### src/rtl/video_timing_pkg.sv
// Shared timing constants and helpers for the pixel-clock video timing generator.
package video_timing_pkg;

    // Width of the horizontal and vertical position counters.
    localparam int unsigned CNT_W = 12;

    // Default 640x480@60 horizontal timing (pixel clocks).
    localparam int unsigned DEF_H_ACTIVE = 640;
    localparam int unsigned DEF_H_FP     = 16;
    localparam int unsigned DEF_H_SYNC   = 96;
    localparam int unsigned DEF_H_BP     = 48;

    // Default 640x480@60 vertical timing (lines).
    localparam int unsigned DEF_V_ACTIVE = 480;
    localparam int unsigned DEF_V_FP     = 10;
    localparam int unsigned DEF_V_SYNC   = 2;
    localparam int unsigned DEF_V_BP     = 33;

    // Total period of one axis from its four region lengths.
    function automatic int unsigned calcTotal(input int unsigned active,
                                              input int unsigned fp,
                                              input int unsigned sync,
                                              input int unsigned bp);
        return active + fp + sync + bp;
    endfunction

    localparam int unsigned DEF_H_TOTAL = calcTotal(DEF_H_ACTIVE, DEF_H_FP, DEF_H_SYNC, DEF_H_BP);
    localparam int unsigned DEF_V_TOTAL = calcTotal(DEF_V_ACTIVE, DEF_V_FP, DEF_V_SYNC, DEF_V_BP);

    // Sync/blank/pulse bundle carried through the delay line.
    typedef struct packed {
        logic hs;
        logic vs;
        logic blk;
        logic frameStart;
        logic lineStart;
        logic frameDrawn;
    } syncBundle_t;

endpackage

### src/rtl/sync_delay.sv
// Fixed-depth shift register with async active-low reset to a given idle vector.
module sync_delay #(
    parameter int unsigned         DEPTH   = 2,
    parameter int unsigned         WIDTH   = 6,
    parameter logic [WIDTH-1:0]    RST_VAL = '0
) (
    input  logic             clkRGB,
    input  logic             nreset,
    input  logic [WIDTH-1:0] din,
    output logic [WIDTH-1:0] dout
);

    logic [WIDTH-1:0] stages [DEPTH];

    // Shift din through DEPTH registers; reset loads every stage with the idle vector.
    always_ff @(posedge clkRGB or negedge nreset) begin
        if (!nreset) begin
            for (int unsigned i = 0; i < DEPTH; i++) begin
                stages[i] <= RST_VAL;
            end
        end else begin
            stages[0] <= din;
            for (int unsigned i = 1; i < DEPTH; i++) begin
                stages[i] <= stages[i-1];
            end
        end
    end

    assign dout = stages[DEPTH-1];

endmodule

### src/rtl/video_timing_gen.sv
// Video timing generator: free-running h/v counters, raw sync/blank/pulse decode,
// and a PIPE-deep delay line aligning those signals with fetched pixel data.
module video_timing_gen
    import video_timing_pkg::*;
#(
    parameter int unsigned H_ACTIVE = DEF_H_ACTIVE,
    parameter int unsigned H_FP     = DEF_H_FP,
    parameter int unsigned H_SYNC   = DEF_H_SYNC,
    parameter int unsigned H_BP     = DEF_H_BP,
    parameter int unsigned V_ACTIVE = DEF_V_ACTIVE,
    parameter int unsigned V_FP     = DEF_V_FP,
    parameter int unsigned V_SYNC   = DEF_V_SYNC,
    parameter int unsigned V_BP     = DEF_V_BP,
    parameter logic        HS_POL   = 1'b0,
    parameter logic        VS_POL   = 1'b0,
    parameter int unsigned PIPE     = 2
) (
    input  logic             clkRGB,
    input  logic             nreset,
    output logic [CNT_W-1:0] hcount,
    output logic [CNT_W-1:0] vcount,
    output logic             hs,
    output logic             vs,
    output logic             blk,
    output logic             frameStart,
    output logic             lineStart,
    output logic             frameDrawn
);

    localparam int unsigned H_TOTAL = calcTotal(H_ACTIVE, H_FP, H_SYNC, H_BP);
    localparam int unsigned V_TOTAL = calcTotal(V_ACTIVE, V_FP, V_SYNC, V_BP);

    localparam logic [CNT_W-1:0] H_LAST   = CNT_W'(H_TOTAL - 1);
    localparam logic [CNT_W-1:0] V_LAST   = CNT_W'(V_TOTAL - 1);
    localparam logic [CNT_W-1:0] H_ACT    = CNT_W'(H_ACTIVE);
    localparam logic [CNT_W-1:0] V_ACT    = CNT_W'(V_ACTIVE);
    localparam logic [CNT_W-1:0] HS_START = CNT_W'(H_ACTIVE + H_FP);
    localparam logic [CNT_W-1:0] HS_END   = CNT_W'(H_ACTIVE + H_FP + H_SYNC);
    localparam logic [CNT_W-1:0] VS_START = CNT_W'(V_ACTIVE + V_FP);
    localparam logic [CNT_W-1:0] VS_END   = CNT_W'(V_ACTIVE + V_FP + V_SYNC);

    localparam syncBundle_t IDLE = '{
        hs:         ~HS_POL,
        vs:         ~VS_POL,
        blk:        1'b1,
        frameStart: 1'b0,
        lineStart:  1'b0,
        frameDrawn: 1'b0
    };

    syncBundle_t raw;
    syncBundle_t delayed;

    // Horizontal counter wraps every line; vertical advances on that same wrap edge.
    always_ff @(posedge clkRGB or negedge nreset) begin
        if (!nreset) begin
            hcount <= '0;
            vcount <= '0;
        end else if (hcount == H_LAST) begin
            hcount <= '0;
            vcount <= (vcount == V_LAST) ? '0 : vcount + 1'b1;
        end else begin
            hcount <= hcount + 1'b1;
        end
    end

    // Decode sync, blanking and position pulses from the current coordinates.
    always_comb begin
        raw            = IDLE;
        raw.hs         = (hcount >= HS_START && hcount < HS_END) ? HS_POL : ~HS_POL;
        raw.vs         = (vcount >= VS_START && vcount < VS_END) ? VS_POL : ~VS_POL;
        raw.blk        = !(hcount < H_ACT && vcount < V_ACT);
        raw.lineStart  = (hcount == '0);
        raw.frameStart = (hcount == '0) && (vcount == '0);
        raw.frameDrawn = (hcount == '0) && (vcount == V_ACT);
    end

    sync_delay #(
        .DEPTH   (PIPE),
        .WIDTH   ($bits(syncBundle_t)),
        .RST_VAL (IDLE)
    ) uSyncDelay (
        .clkRGB (clkRGB),
        .nreset (nreset),
        .din    (raw),
        .dout   (delayed)
    );

    assign {hs, vs, blk, frameStart, lineStart, frameDrawn} = delayed;

endmodule
### config.mk
export PLATFORM = sky130hd
export DESIGN_NAME = video_timing_gen
export DESIGN_NICKNAME = d
export VERILOG_FILES = /design/src/rtl/video_timing_pkg.sv /design/src/rtl/sync_delay.sv /design/src/rtl/video_timing_gen.sv
export SDC_FILE = /design/constraint.sdc
export NUM_CORES = 1
export LEC_CHECK = 0
export CAP_MARGIN = 10
export CORE_MARGIN = 1
export CORE_UTILIZATION = 45
export DETAILED_ROUTE_END_ITERATION = 7
export PLACE_DENSITY_LB_ADDON = 0.05
export SETUP_SLACK_MARGIN = 0.05
export SLEW_MARGIN = 15
export SYNTH_ARGS = -nofsm -noshare
export SYNTH_HDL_FRONTEND = slang
export SYNTH_SLANG_ARGS = --single-unit
### constraint.sdc
create_clock -name clkRGB -period 2.1 [get_ports clkRGB]
set_input_delay 0.42 -clock clkRGB [delete_from_list [all_inputs] [get_ports clkRGB]]
set_output_delay 0.42 -clock clkRGB [all_outputs]
set_load 0.1 [all_outputs]
# After elaboration in Yosys (flattened, before gate mapping)
# Index checks and enable logic that the tools add are counted.
dict set report classes {
  n_eq_ne 3
  bitwise_logic 0
  div_mod_pow 0
  shifts 0
  muxes 4
  reduce_logical 8
  addsub 2
  order_cmp 6
  n_mul 0
}
# cell count
set op_table {}
lappend op_table {{adder 12 x 1 -> 12 bit (second input constant)} 2}
lappend op_table {{== test 12 x 10 -> 1 bit (second input constant)} 2}
lappend op_table {{logical NOT 12 bit} 2}
lappend op_table {{< comparator 12 x 10 -> 1 bit (second input constant)} 2}
lappend op_table {{< comparator 12 x 9 -> 1 bit (second input constant)} 2}
lappend op_table {{two-way mux 12 bit} 2}
lappend op_table {{== test 12 x 9 -> 1 bit (second input constant)} 1}
lappend op_table {{>= comparator 12 x 10 -> 1 bit (second input constant)} 1}
lappend op_table {{>= comparator 12 x 9 -> 1 bit (second input constant)} 1}
lappend op_table {{logical AND 1 bit} 5}
lappend op_table {{two-way mux 1 bit} 2}
lappend op_table {{logical NOT 1 bit} 1}
dict set report word_totals {
  elab_cells 27
  latch_bits 0
  memories 0
  mem_bits_rw 0
  mem_bits_ro 0
  ff_bits 36
  output_inout_bits 30
}

# Depth between registers and ports, before layout
# Gate-level depths: netlist of run 1.
dict set report logic_depth {
  depth_word 3
  ltp_mapped 6
  mapped_depth_nobuf 6
}

# By module
# Synthesis of run 1 repeated with hierarchy kept, for this count alone.
dict set report unflattened {
  hier_cells 150
  area_unflattened_um2 1642.8
}
# mod area_per_inst_um2 instances cells_each seq_area_each_um2
set by_module_without_submodules {}
lappend by_module_without_submodules {video_timing_gen 1290.0 1 132 600.6}
lappend by_module_without_submodules {sync_delay 352.8 1 18 307.8}

# Worst setup path before layout of run 1
# OpenSTA, ideal clock, no wires.
dict set report synth_path {
  path_kind {reg2reg}
  from {reg hcount[0]}
  to {reg vcount[11]}
  path_buffers 0
  arrival_time_ps 2493
  stages_incl_launch_ff 6
  slack_ps -555
  path_cell_list {dfrtp_1 > ha_1 > nand3_1 > or4_4 > nor4_2 > xor2_1}
}
dict set report synth_between {
  elab_chain_cells 1
}
# item line_no
set synth_lines {}
lappend synth_lines {{start, declared} video_timing_gen.sv:20} ;# output logic [CNT_W-1:0] hcount,
lappend synth_lines {{start signal, assigned} video_timing_gen.sv:63} ;# hcount <= hcount + 1'b1;
lappend synth_lines {{== test 12 x 10 -> 1 bit} video_timing_gen.sv:59} ;# end else if (hcount == H_LAST) begin
lappend synth_lines {{end signal, assigned} video_timing_gen.sv:61} ;# vcount <= (vcount == V_LAST) ? '0 : vcount + 1'b1;
lappend synth_lines {{end, declared} video_timing_gen.sv:21} ;# output logic [CNT_W-1:0] vcount,
# Every way passes these cells.
# A chain may end at the register's enable or synchronous reset.

# Worst setup path in the final report of run 1
dict set report layout_path {
  from {reg hcount[10]}
  to {reg vcount[11]}
}
# Same word-level chain as after synthesis.

==> results of run 1 <==
final cells by class:
class	instances	area, um^2	area share [%]
flip-flops and latches	36	935	44.2
multi-input cells	101	682	32.2
repair buffers	42	343	16.2
well taps	46	57.6	2.72
clock inverters	3	42.5	2.01
clock buffers	5	37.5	1.77
inverters	5	18.8	0.887
final timing paths:
kind | to | cells after the start | start
worst max-delay path | vcount[11]$_DFFE_PN0N_ | 4 | hcount[10]$_DFF_PN0_
worst min-delay path | uSyncDelay.dout[1]$_DFF_PN0_ | 0 | uSyncDelay.stages[7]$_DFF_PN0_
worst max register to register | vcount[11]$_DFFE_PN0N_ | 4 | hcount[10]$_DFF_PN0_
worst min register to register | uSyncDelay.dout[1]$_DFF_PN0_ | 0 | uSyncDelay.stages[7]$_DFF_PN0_
max in group asynchronous | hcount[0]$_DFF_PN0_ | 2 | nreset
min in group asynchronous | hcount[6]$_DFF_PN0_ | 2 | nreset
stage by stage:
stage          setup WS [ps]  utilization, %  power [uW]
5_1_grt                 42.2            62.9        1250
4_1_cts                 85.2            62.0        1210
2_1_floorplan          -97.2               -         707
3_3_place_gp            97.1            59.6         723
3_5_place_dp            64.6            59.6         724
6_report                81.3            62.9        1200
state kept, by name, summed over array words and instances (netlist names):
register,flops
hcount,12
uSyncDelay.dout,6
uSyncDelay.stages,6
vcount,12
metal layers:
metal | vias to the layer above | track usage (%) | part of all wire, %
met5 | - | 0 | 0
met3 | 6 | 5.67 | 5.0
li1 | 613 | - | -
met1 | 635 | 28.0 | 48
met4 | 0 | 6.67 | 0.95
met2 | 38 | 29.2 | 46
critical path: cells and delay by family, from the launching register on:
| kind | cells | cell delay, ps |
|---|---|---|
| xor gates and xnor gates | 1 | 160 |
| and+or+nand+nor | 3 | 1300 |
| DFF | 1 | 490 |
power groups by stage:
stage,combinational (uW),sequential (uW),clock (uW)
floorplan,0.000294,707,0
global placement,16.7,707,0
detailed placement,17.1,707,0
CTS,17.1,693,502
global route,19.3,694,538
finish,15.7,693,493
placed cells by master, fill, tap and decap left out, drive strengths merged, types with 3 or more instances in the layout:
cell,instances
nor2,9
dfrtp,30
nand4,7
o21ai,7
or3,3
buf,41
nor4,4
ha,5
xnor2,6
inv,5
a31oi,3
clkbuf,5
nor3,6
nand2,12
nand3,12
nand2b,3
dfstp,6
xor2,8
kinds of logic after synthesis:
logic type,Yosys count,share of synthesized area [%]
adder cells (fa/ha/maj),5,3.91
XOR/XNOR,14,7.66
AO/OA/AOI/OAI,15,5.55
flip-flops,36,56.8
AND/OR/NAND/NOR,67,24.2
buffers and inverters,8,1.88
timing repair:
| action | CTS | global route |
|---|---|---|
| pin swaps | 1 | 0 |
| endpoints found under the setup margin | 1 | 4 |
| setup buffers | 0 | 4 |
| hold endpoints to repair | 0 | 0 |
==> results.json, run 1 <==
{
  "swShare_pct": 21.5,
  "syn_nets": 152,
  "synth_commonest_cells": "dfrtp_1, nand2_1, nand3_1",
  "worstPathCellList": "or4_4 -> or4_4 -> nor4_4 -> xor2_1",
  "yosys_warnings": 0,
  "avgSynthCellArea_um2": 11.0,
  "synth_top_area_cell": "dfrtp_1",
  "ir_worst_vdd_uv": 304,
  "fin_hold_ws_ps": 359,
  "stdcell_count": 238,
  "worstSetupStartpointType": "flop",
  "cts-htree-levels": 2,
  "maxCapViolations": 0,
  "coreArea_mm2": 0.00336,
  "holdCritPathClass": "flop to flop",
  "gp_congestion": 0.790,
  "arrival_ps": 2290,
  "setup_violations": 0,
  "cts_tree": "built",
  "dp_cells": 226,
  "power_frac_clock_pct": 41.0,
  "areaGrowthSynthToFinish_pct": 32.2,
  "ant_nets": 0,
  "async_flop_share_pct": 100,
  "ys.flop_type": "dfrtp_1",
  "numPortBuffers": 31,
  "slowest_stage": "or4_4",
  "rsz0062_at_grt": "true",
  "die_height_um": 61.6,
  "synth_area_mm2": 0.00160,
  "period_needed_ps": 2020,
  "grt_pass1_vias": 1128,
  "final_area_mm2": 0.00212,
  "power_density_mw_per_mm2": 568,
  "ys_ff_latch": 36,
  "drc": 0,
  "fill_cells": 315,
  "relSlewSlack_pct": 69.9,
  "syn-instance-count": 145,
  "yosysMostFrequentCell": "dfrtp_1",
  "fin_crit_sh_pct": 96.1,
  "ys_seq_area_share_pct": 56.8,
  "slew_viol_final": 0,
  "p_sw_uw": 258,
  "worstPathRequired_ps": 2370,
  "drive_above_1_share_pct": 38.5,
  "run_status": "finished, final reports clean",
  "p_comb_share_pct": 1.3,
  "finalClockSkew_ps": 8.98,
  "synth_edf_count": 0,
  "worst_slew_pin_slew_ps": 451,
  "grt_pass1_wl_um": 5330,
  "hold_viol": 0,
  "crit_top_cell": "or4_4",
  "overflow": 0,
  "grt.total_usage_pct": 19.8,
  "postPlaceCellArea_mm2": 0.00201,
  "critPathKind": "flop to flop",
  "io_pins": 32,
  "seq_power_share_pct": 57.7,
  "via_per_inst": 5.43,
  "diodes": 0,
  "initial_core_util_pct": 47.6,
  "rows": 21,
  "dr.pass1.iters": 4,
  "cts.sinks": 36,
  "clk_pin_slew_ps": 110,
  "r2r_slack_ps": 80,
  "synthTopCellsByArea": "dfrtp_1, dfstp_2, xor2_1, ha_1, nand3_1",
  "critPathMaxStageDelay_ps": 580,
  "vias": 1292,
  "crit_path_end_kind": "flop",
  "cts_resized": 0,
  "fin_setup_tns_ps": 0,
  "antenna_found_initial": 0,
  "cts_hold_buf": 0,
  "grt_max_degree": 37,
  "cts_buffers": 5,
  "max_freq_mhz": 495,
  "wl_um": 3480,
  "nets": 198,
  "ys_types": 28,
  "synth_top_cell_area_share_pct": 46.9,
  "p_int_uw": 944,
  "die_w_um": 61.6,
  "clockBufferDepth": 2,
  "wl_per_cell_um": 14.6,
  "cp_max_fo": 4,
  "power_leakage_uw": 0.00100,
  "drt_iter0_drc": 31,
  "clk-insertion-delay-late_ps": 340,
  "die_area_mm2": 0.00380,
  "hpwl_um": 2300,
  "cts_root_buf": "clkbuf_4"
}
Power figures use the tool's default switching activity.
==> run 2: changes to the inputs <==
RECOVER_POWER = 50   (was default)
==> results.json, run 2 (synthesis gave the netlist of run 1 again) <==
{
  "run_status": "finished, final reports clean",
  "ant_nets": 0,
  "drc": 0,
  "max_freq_mhz": 495,
  "fill_cells": 320,
  "nets": 198,
  "clk-insertion-delay-late_ps": 340,
  "holdCritPathClass": "flop to flop",
  "vias": 1287,
  "relSlewSlack_pct": 42.0,
  "rows": 21,
  "multi_input_comb_area_um2": 682,
  "cts_root_buf": "clkbuf_4",
  "grt_max_degree": 37,
  "cts_hold_buf": 0,
  "regArea_um2": 933,
  "initial_core_util_pct": 47.6,
  "wl_um": 3480,
  "finalClockSkew_ps": 9.01,
  "coreArea_mm2": 0.00336,
  "ir_worst_vdd_uv": 304,
  "via_per_inst": 5.41,
  "critPathKind": "flop to flop",
  "wl_per_cell_um": 14.6,
  "clk_pin_slew_ps": 110,
  "top_regs": "hcount (12), vcount (12)",
  "cts_tree": "built",
  "cp_max_fo": 4,
  "worstSetupStartpointType": "flop",
  "grt_pass1_vias": 1128,
  "die_height_um": 61.6,
  "power_leakage_uw": 0.000995,
  "grt.total_usage_pct": 19.8,
  "areaGrowthSynthToFinish_pct": 31.0,
  "diodes": 0,
  "fin_crit_sh_pct": 96.1,
  "hpwl_um": 2300,
  "crit_path_end_kind": "flop",
  "grt_pass1_wl_um": 5330,
  "worst_slew_pin_slew_ps": 870,
  "antenna_found_initial": 0,
  "mostFrequentLayoutCell": "buf_4",
  "cts_buffers": 5,
  "setup_violations": 0,
  "dr.pass1.iters": 4,
  "rsz0062_at_grt": "true",
  "hold_viol": 0,
  "pre_cts_ws_ps": 64.6,
  "cts-htree-levels": 2,
  "gp_congestion": 0.790,
  "power_density_mw_per_mm2": 573,
  "finalPower_uw": 1200,
  "cts_resized": 0,
  "slew_viol_final": 0,
  "drive_above_1_share_pct": 37.0,
  "maxCapViolations": 0,
  "cts.sinks": 36,
  "die_w_um": 61.6,
  "arrival_ps": 2290,
  "overflow": 0,
  "layout_common_cells": "buf_4, dfrtp_1, nand2_1, nand3_1, nor2_1",
  "clockBufferDepth": 2,
  "drt_iter0_drc": 29,
  "die_area_mm2": 0.00380,
  "period_needed_ps": 2020,
  "io_pins": 32,
  "numPortBuffers": 31,
  "r2r_slack_ps": 80,
  "finalWorstSetupSlack_ps": 81.8,
  "worstPathRequired_ps": 2370
}
==> run 2: changes by cell type in the layout (fill, tap and decap cells not counted), sizes merged <==
cell	before	now
dlygate4sd3	0	1
clkbuf	5	11
buf	41	35
clkdlybuf4s50	1	0
==> run 2: cell type report <==
type	count	share of cell area, %
repair buffers	42	15.5
flip-flops and latches	36	44.5
multi-input cells	101	32.5
clock buffers	5	1.79
inverters	5	0.895
clock inverters	3	2.03
well taps	46	2.74
==> run 2: through the flow <==
stage / TNS, ps / cell area, um^2 / std cells / hold WS, ps / util (%)
2_1_floorplan: -277 / 1650 / 145 / 124 / -
3_3_place_gp: 0 / 2010 / 226 / 332 / 59.6
3_5_place_dp: 0 / 2010 / 226 / 336 / 59.6
4_1_cts: 0 / 2090 / 234 / 362 / 62.0
5_1_grt: 0 / 2100 / 238 / 372 / 62.4
6_report: 0 / 2100 / 238 / 359 / 62.4
==> run 2: what timing repair did <==
| action | 4_1_cts | 5_1_grt |
|---|---|---|
| buffers inserted | 0 | 4 |
| pin swaps | 1 | 0 |
| setup endpoints to repair | 1 | 4 |
==> run 2: layer usage <==
metal  GRT usage [%]  part of all wire, %
met5               0                    0
met4            6.67                 0.95
met3            5.67                  5.2
met2            29.2                   46
met1            28.0                   48
==> run 2: critical path, cell delays in order, from the launching register on <==
cell and delay, ps:
dfrtp_4 490, or4_4 580, or4_4 550, nor4_4 170, xor2_1 160
==> run 2: path summary, 6_finish.rpt <==
kind / end / depth (start not counted) / from
max reg2reg: vcount[11]$_DFFE_PN0N_ / 4 / hcount[10]$_DFF_PN0_
max: vcount[11]$_DFFE_PN0N_ / 4 / hcount[10]$_DFF_PN0_
min: uSyncDelay.dout[1]$_DFF_PN0_ / 0 / uSyncDelay.stages[7]$_DFF_PN0_
max in group asynchronous: hcount[0]$_DFF_PN0_ / 2 / nreset
min in group asynchronous: hcount[4]$_DFF_PN0_ / 2 / nreset
min reg2reg: uSyncDelay.dout[1]$_DFF_PN0_ / 0 / uSyncDelay.stages[7]$_DFF_PN0_
==> run 2: power by group <==
group	leakage, uW	total [uW]	internal, uW	switching [uW]
registers	0.000452	693	693	0
clock network	0.0000412	493	248	245
logic	0.000501	14.7	1.82	12.9
==> run 3: changes to the inputs <==
MAX_ROUTING_LAYER = met4   (was default)
==> results.json, run 3 (synthesis gave the netlist of run 1 again) <==
{
  "layout_common_cells": "buf_4, dfrtp_1, nand2_1, nand3_1, nor2_1",
  "coreArea_mm2": 0.00336,
  "dp_cells": 226,
  "antenna_found_initial": 0,
  "clk_pin_slew_ps": 110,
  "power_density_mw_per_mm2": 572,
  "postPlaceCellArea_mm2": 0.00201,
  "relSlewSlack_pct": 41.8,
  "ant_nets": 0,
  "period_needed_ps": 2010,
  "nets": 198,
  "finalWorstSetupSlack_ps": 86.2,
  "maxCapViolations": 0,
  "grt.total_usage_pct": 20.4,
  "critPathKind": "flop to flop",
  "drt_iter0_drc": 26,
  "wl_per_cell_um": 14.6,
  "worst_slew_pin_slew_ps": 873,
  "drc": 0,
  "cts_root_buf": "clkbuf_4",
  "ir_worst_vdd_uv": 304,
  "cp_max_fo": 4,
  "holdCritPathClass": "flop to flop",
  "run_status": "finished, final reports clean",
  "areaGrowthSynthToFinish_pct": 31.0,
  "max_freq_mhz": 497,
  "drive_above_1_share_pct": 37.0,
  "hpwl_um": 2300,
  "final_area_mm2": 0.00210,
  "grt_max_degree": 37,
  "worstSetupStartpointType": "flop",
  "die_area_mm2": 0.00380,
  "rows": 21,
  "cts_tree": "built",
  "fin_crit_sh_pct": 95.9,
  "worstPathRequired_ps": 2370,
  "die_w_um": 61.6,
  "vias": 1296,
  "power_leakage_uw": 0.000995,
  "grt_pass1_wl_um": 5330,
  "setup_violations": 0,
  "cts_buffers": 5,
  "slew_viol_final": 0,
  "initial_core_util_pct": 47.6,
  "gp_congestion": 0.802,
  "overflow": 0,
  "diodes": 0,
  "fin_hold_ws_ps": 358,
  "hold_viol": 0,
  "finalClockSkew_ps": 8.98,
  "mostFrequentLayoutCell": "buf_4",
  "via_per_inst": 5.45,
  "grt_pass1_vias": 1129,
  "rsz0062_at_grt": "true",
  "numPortBuffers": 31,
  "stdcell_count": 238,
  "arrival_ps": 2290,
  "dr.pass1.iters": 4,
  "die_height_um": 61.6,
  "cts.sinks": 36,
  "clk-insertion-delay-late_ps": 340,
  "wl_um": 3480,
  "pre_cts_ws_ps": 64.6,
  "top_regs": "hcount (12), vcount (12)",
  "cts-htree-levels": 2,
  "clockBufferDepth": 2,
  "crit_path_end_kind": "flop",
  "io_pins": 32
}
run 3: cell counts in the layout (fill, tap and decap cells not counted):
Identical to the previous run, type by type.
run 3: layout make-up:
cell class                 instances  area (um^2)
fill                             320         1270
inverter                           5         18.8
sequential                        36          933
clock inverter                     3         42.5
multi-input combinational        101          682
timing repair buffer              42          325
tap                               46         57.6
clock buffer                       5         37.5
run 3: report_power, final:
part           internal (uW)  leakage (uW)  switching [uW]
Sequential               693      0.000452               0
Clock                    248     0.0000412             243
Combinational           1.82      0.000501            12.9
run 3: worst paths after layout:
path	end	slack, ps	from	cells after the start
setup / recovery	vcount[11]$_DFFE_PN0N_	90	hcount[10]$_DFF_PN0_	4
hold / removal	uSyncDelay.dout[1]$_DFF_PN0_	360	uSyncDelay.stages[7]$_DFF_PN0_	0
setup reg to reg	vcount[11]$_DFFE_PN0N_	90	hcount[10]$_DFF_PN0_	4
hold reg to reg	uSyncDelay.dout[1]$_DFF_PN0_	360	uSyncDelay.stages[7]$_DFF_PN0_	0
max in group asynchronous	hcount[0]$_DFF_PN0_	730	nreset	2
min in group asynchronous	hcount[4]$_DFF_PN0_	710	nreset	2
run 3: stage by stage:
step	util (%)	setup TNS, ps	power, uW
floorplan	-	-277	707
global placement	59.6	0	723
detailed placement	59.6	0	724
CTS	62.0	0	1210
global route	62.4	0	1250
finish	62.4	0	1200
run 3: metal layers:
| metal | GRT usage [%] | part of all wire [%] | vias to the layer above |
|---|---|---|---|
| met5 | - | 0 | - |
| met4 | 6.67 | 0.95 | 0 |
| met3 | 5.67 | 5.0 | 6 |
| met2 | 29.2 | 46 | 38 |
| met1 | 28.0 | 48 | 638 |
| li1 | - | - | 614 |
run 3: timing repair:
action | CTS | global route
pin swaps | 1 | 0
hold buffers | 0 | 0
setup buffers | 0 | 4
gates resized for setup | 0 | 0
endpoints found under the setup margin | 1 | 4
run 3: worst max-delay path, cell delays in order (launching register included):
cell and delay, ps:
dfrtp_4 490, or4_4 580, or4_4 550, nor4_4 170, xor2_1 160
